$ cat src/rtl/musb_mem_arbiter.sv
// musb_mem_arbiter
// Shares one single-beat memory bus port between the instruction-fetch and
// data-access paths of the MUSB core. Data requests always win over
// instruction requests. Bus signals stay stable until the slave responds
// or the watchdog expires. The owning master then sees a one-cycle
// ready (and optional error) pulse along with the captured read word.
//
// Ports
//   clk, rst_n                      clock, asynchronous active-low reset
//   imem_req/addr                   instruction read request
//   imem_data/ready/error           fetched word, completion and error pulses
//   imem_request_stall              imem_req & ~imem_ready, for the hazard unit
//   dmem_req/we/addr/wdata/be       data request
//   dmem_rdata/ready/error          read word, completion and error pulses
//   dmem_request_stall              dmem_req & ~dmem_ready, for the hazard unit
//   bus_valid/we/addr/wdata/be      registered master-side bus
//   bus_rdata/ready/error           slave response, used only while bus_valid=1
module musb_mem_arbiter #(
    parameter int ADDR_WIDTH = 32,
    parameter int DATA_WIDTH = 32,
    parameter int TIMEOUT    = 255
) (
    input  logic                    clk,
    input  logic                    rst_n,
    input  logic                    imem_req,
    input  logic [ADDR_WIDTH-1:0]   imem_addr,
    output logic [DATA_WIDTH-1:0]   imem_data,
    output logic                    imem_ready,
    output logic                    imem_error,
    output logic                    imem_request_stall,
    input  logic                    dmem_req,
    input  logic                    dmem_we,
    input  logic [ADDR_WIDTH-1:0]   dmem_addr,
    input  logic [DATA_WIDTH-1:0]   dmem_wdata,
    input  logic [DATA_WIDTH/8-1:0] dmem_be,
    output logic [DATA_WIDTH-1:0]   dmem_rdata,
    output logic                    dmem_ready,
    output logic                    dmem_error,
    output logic                    dmem_request_stall,
    output logic                    bus_valid,
    output logic                    bus_we,
    output logic [ADDR_WIDTH-1:0]   bus_addr,
    output logic [DATA_WIDTH-1:0]   bus_wdata,
    output logic [DATA_WIDTH/8-1:0] bus_be,
    input  logic [DATA_WIDTH-1:0]   bus_rdata,
    input  logic                    bus_ready,
    input  logic                    bus_error
);

    localparam int BE_WIDTH = DATA_WIDTH / 8;
    // Completion by timeout happens in the cycle the counter holds this value,
    // so bus_valid stays high for exactly TIMEOUT cycles.
    localparam logic [15:0] CNT_LAST = 16'(TIMEOUT - 1);

    typedef enum logic [1:0] {
        IDLE,
        IMEM,
        DMEM,
        RESP
    } state_t;

    state_t                  state_q, state_d;
    logic [15:0]             cnt_q, cnt_d;
    logic                    bus_valid_q, bus_valid_d;
    logic                    bus_we_q, bus_we_d;
    logic [ADDR_WIDTH-1:0]   bus_addr_q, bus_addr_d;
    logic [DATA_WIDTH-1:0]   bus_wdata_q, bus_wdata_d;
    logic [BE_WIDTH-1:0]     bus_be_q, bus_be_d;
    logic [DATA_WIDTH-1:0]   imem_data_q, imem_data_d;
    logic                    imem_ready_q, imem_ready_d;
    logic                    imem_error_q, imem_error_d;
    logic [DATA_WIDTH-1:0]   dmem_data_q, dmem_data_d;
    logic                    dmem_ready_q, dmem_ready_d;
    logic                    dmem_error_q, dmem_error_d;

    logic                    respond;
    logic                    expired;
    logic                    done;
    logic                    fail;
    logic [DATA_WIDTH-1:0]   capture;

    // Completion decode. A slave response in the last watchdog cycle counts
    // as a normal response, and bus_error wins over bus_ready.
    always_comb begin
        respond = bus_ready | bus_error;
        expired = ~respond & (cnt_q == CNT_LAST);
        done    = respond | expired;
        fail    = bus_error | expired;
        capture = fail ? '0 : bus_rdata;
    end

    // Next-state and datapath. Ready/error default low so that they pulse
    // only during the RESP cycle that follows a completion.
    always_comb begin
        state_d      = state_q;
        cnt_d        = cnt_q;
        bus_valid_d  = bus_valid_q;
        bus_we_d     = bus_we_q;
        bus_addr_d   = bus_addr_q;
        bus_wdata_d  = bus_wdata_q;
        bus_be_d     = bus_be_q;
        imem_data_d  = imem_data_q;
        imem_ready_d = 1'b0;
        imem_error_d = 1'b0;
        dmem_data_d  = dmem_data_q;
        dmem_ready_d = 1'b0;
        dmem_error_d = 1'b0;

        case (state_q)
            IDLE: begin
                cnt_d = '0;
                if (dmem_req) begin
                    state_d     = DMEM;
                    bus_valid_d = 1'b1;
                    bus_we_d    = dmem_we;
                    bus_addr_d  = dmem_addr;
                    bus_wdata_d = dmem_wdata;
                    bus_be_d    = dmem_be;
                end else if (imem_req) begin
                    state_d     = IMEM;
                    bus_valid_d = 1'b1;
                    bus_we_d    = 1'b0;
                    bus_addr_d  = imem_addr;
                    bus_wdata_d = '0;
                    bus_be_d    = '1;
                end
            end
            IMEM, DMEM: begin
                if (done) begin
                    state_d     = RESP;
                    bus_valid_d = 1'b0;
                    if (state_q == IMEM) begin
                        imem_data_d  = capture;
                        imem_ready_d = 1'b1;
                        imem_error_d = fail;
                    end else begin
                        dmem_data_d  = capture;
                        dmem_ready_d = 1'b1;
                        dmem_error_d = fail;
                    end
                end else begin
                    cnt_d = cnt_q + 16'd1;
                end
            end
            // Requests are ignored here: the master's req still refers to
            // the access that has just completed.
            RESP: begin
                state_d = IDLE;
            end
            default: begin
                state_d = IDLE;
            end
        endcase
    end

    // State and output registers. Reset abandons any bus access at once.
    always_ff @(posedge clk or negedge rst_n) begin
        if (!rst_n) begin
            state_q      <= IDLE;
            cnt_q        <= '0;
            bus_valid_q  <= 1'b0;
            bus_we_q     <= 1'b0;
            bus_addr_q   <= '0;
            bus_wdata_q  <= '0;
            bus_be_q     <= '0;
            imem_data_q  <= '0;
            imem_ready_q <= 1'b0;
            imem_error_q <= 1'b0;
            dmem_data_q  <= '0;
            dmem_ready_q <= 1'b0;
            dmem_error_q <= 1'b0;
        end else begin
            state_q      <= state_d;
            cnt_q        <= cnt_d;
            bus_valid_q  <= bus_valid_d;
            bus_we_q     <= bus_we_d;
            bus_addr_q   <= bus_addr_d;
            bus_wdata_q  <= bus_wdata_d;
            bus_be_q     <= bus_be_d;
            imem_data_q  <= imem_data_d;
            imem_ready_q <= imem_ready_d;
            imem_error_q <= imem_error_d;
            dmem_data_q  <= dmem_data_d;
            dmem_ready_q <= dmem_ready_d;
            dmem_error_q <= dmem_error_d;
        end
    end

    assign bus_valid  = bus_valid_q;
    assign bus_we     = bus_we_q;
    assign bus_addr   = bus_addr_q;
    assign bus_wdata  = bus_wdata_q;
    assign bus_be     = bus_be_q;
    assign imem_data  = imem_data_q;
    assign imem_ready = imem_ready_q;
    assign imem_error = imem_error_q;
    assign dmem_rdata = dmem_data_q;
    assign dmem_ready = dmem_ready_q;
    assign dmem_error = dmem_error_q;

    // Combinational so the hazard unit releases in the same cycle as ready.
    assign imem_request_stall = imem_req & ~imem_ready_q;
    assign dmem_request_stall = dmem_req & ~dmem_ready_q;

endmodule
$ cat config.mk
export PLATFORM = sky130hd
export DESIGN_NAME = musb_mem_arbiter
export DESIGN_NICKNAME = d
export VERILOG_FILES = /design/src/rtl/musb_mem_arbiter.sv
export SDC_FILE = /design/constraint.sdc
export NUM_CORES = 1
export LEC_CHECK = 0
export CORE_MARGIN = 3
export CORE_UTILIZATION = 46
export CTS_CLUSTER_SIZE = 10
export DETAILED_ROUTE_END_ITERATION = 12
export GPL_ROUTABILITY_DRIVEN = 0
export PLACE_DENSITY = 0.86
export SYNTH_ARGS = -nofsm -noshare
export SYNTH_HDL_FRONTEND = slang
export SYNTH_SLANG_ARGS = --single-unit
$ cat constraint.sdc
create_clock -name clk -period 3.8 [get_ports clk]
set_input_delay 0.57 -clock clk [delete_from_list [all_inputs] [get_ports clk]]
set_output_delay 0.57 -clock clk [all_outputs]
set_load 0.1 [all_outputs]
==> impl_results.md <==
- Number of distinct library cells after synthesis: 48
- Port Buffers: 278
- Initial cell density of the core: 0.481
- Number of antenna violations at the first check in global routing: 2
- Worst clock skew: 0.00476 ns
- Longest Clk Path Bufs: 2
- Wire per inst: about 20 microns
- Worst Max-Slew Pin Slew: ~1.0 ns
- Seq/Total Area, Yosys: 0.601
- GR peak layer: met2
- Fraction of registers with async set/reset: 1.00
- Routed Wire Length: approximately 20 mm
- Post-DP HPWL: 14.4 mm
- Number of max-cap violations: 0
- DR vias/cell: 5.71
- Layout area overhead: 53.2%
- Ratio of cells with drive above 1 in the final layout: 0.0646
- Post-route ant nets: 0
- Post-route DRC: 0
- CTS Buf Count: 17
- Cell area after synthesis: 6500 sq um
- Met3 usage: 0.0742
- TritonCTS clock tree: yes
- Req. time, crit path: 4.10 ns
- Chip height: 125 microns
- Chip width: 125 microns
- Core area: approximately 14,000 sq um
- Fin Setup TNS: 0 ns
- Routing usage on met2: 0.422
- I/O pin count: around 280
- GRT overflow: 0
- Sink Count: around 160
- Avg Inst Size Synth: between 10 and 15 sq um
- Clock-pin slew on the worst setup and hold paths: 0.06 ns
- Arr. time, crit path: 2.99 ns
- EDFF count, synth: 0
- First-pass GRT wire length: 31.2 mm
- Final setup fails: 0
- Hold Fails Final Rpt: 0
- Startpoint types: flip-flop
- Status: complete, no violations
- Kind of critical path: flip-flop to flip-flop
- Commonest cells after routing, fill and taps aside: clkdlybuf4s50_1, dfrtp_1, a22o_1
- RSZ-0062 raised after global routing: no
- Die area: between 15,000 and 20,000 sq um
- Tmin final: roughly 2.7 ns
- Initial DRT Pass Iterations: 5
- Syn nets: 672
- HP Class: primary input to asynchronous set/reset pin
- Later-pin clock latency in the skew report: 0.42 ns
- CP Max Fanout: 14
- Vias in the first global route: roughly 5,700
- Layout Nets: 937
- Post-CTS Resized: 0
- CP endpoint kind: flip-flop
- Largest net degree at the start of global routing: 98
- Met1 Use GR: 0.316
- Num rows: 42
- Final Max Tran Viols: 0
- GRT Overall Usage: 0.253
- Flops & latches, synth: around 160
- Final period util: 0.708
- Root Buffer: clkbuf_16
- Predominant post-synthesis flop cell: dfrtp_1
- FMAX: between 300 and 400 MHz
- Ys Warns: 0
- Commonest non-fill, non-tap cell in the layout: clkdlybuf4s50_1
- Rel. slew slack: 0.301
- Vias: 5,616
- Final Util: 0.737
- Htree depth: 4
- # Post-CTS Setup Buffers: 0
- Hold buffers post-CTS: 0
- Iter 0 DRT Violations: between 500 and 600
- Synth Instances: 529
==> synth_stat cells (3+ instances only) <==
library cell	n	area, sq um
nor4_1	5	31.3
and2_1	6	37.5
buf_6	7	78.8
a31oi_1	3	18.8
o21ai_0	35	175
ha_1	4	50.1
nand4_1	6	37.5
nand3_1	6	30.0
inv_1	11	41.3
o22a_1	5	43.8
nor2_1	12	45.0
clkbuf_1	28	105
or3_1	3	18.8
nor3_1	11	55.1
nor2b_1	3	18.8
a21oi_1	3	15.0
a22o_1	98	858
a221o_1	6	60.1
dfrtp_1	156	3900
buf_1	3	11.3
mux2i_1	34	340
nand2_1	47	176
==> sequential cells by signal, summed over array words and instances, names as in the netlist, 2 cells and up <==
register / cells
bus_addr: 32
bus_wdata: 32
dmem_rdata: 32
imem_data: 32
cnt_q: 16
bus_be: 4
state_q: 2
==> layout make-up <==
class,count,area (sq um)
Clock buffer,18,429
Fill cell,866,3550
Sequential cell,156,3900
Timing Repair Buffer,286,2850
Antenna cell,2,5.00
Multi-Input combinational cell,322,2350
Clock inverter,12,150
Inverter,11,41.3
Tap cell,176,220
==> per-stage QoR <==
| step | area, sq um | instances | setup slack [ns] | hold slack (ns) |
|---|---|---|---|---|
| floorplan | 6500 | 529 | 1.02 | 0.274 |
| global placement | 9370 | 951 | 1.25 | 0.463 |
| detailed placement | 9370 | 951 | 1.15 | 0.470 |
| CTS | 9950 | 981 | 1.14 | 0.227 |
| global route | 9950 | 983 | 0.991 | 0.246 |
| finish | 9950 | 983 | 1.11 | 0.193 |
==> routing by layer <==
metal	up-vias	part of all wire
met1	2762	0.39
met4	0	0.021
met2	321	0.49
li1	2510	-
met5	-	0
met3	23	0.096
==> worst max-delay path: stages, from the launching register on <==
cell and delay [ns]:
dfrtp_1 0.38, inv_1 0.06, ha_1 0.64, or3b_2 0.64, nor3_1 0.41, a31oi_1 0.17, a211o_1 0.28
==> cell families after synthesis <==
kind of cell	after synthesis	synth area share
compound gates	170	0.210
flops	156	0.601
mux	35	0.0541
simple gates	113	0.0888
fa+ha+maj	4	0.00770
buf+inv	51	0.0383
==> worst paths after layout <==
path	slack, ns	from	endpoint	cells past startpoint
max	1.11	state_q[0]	cnt_q[14]	6
min	0.19	rst_n	imem_data[27]	1
max reg2reg	1.11	state_q[0]	cnt_q[14]	6
min reg2reg	0.48	bus_addr[18]	bus_addr[18]	2
max in group asynchronous	2.73	rst_n	dmem_rdata[10]	2
min in group clk	0.48	bus_addr[18]	bus_addr[18]	2
Power is not shown: default switching activity piles up to over one toggle a cycle in this logic, so the estimate is an artifact.
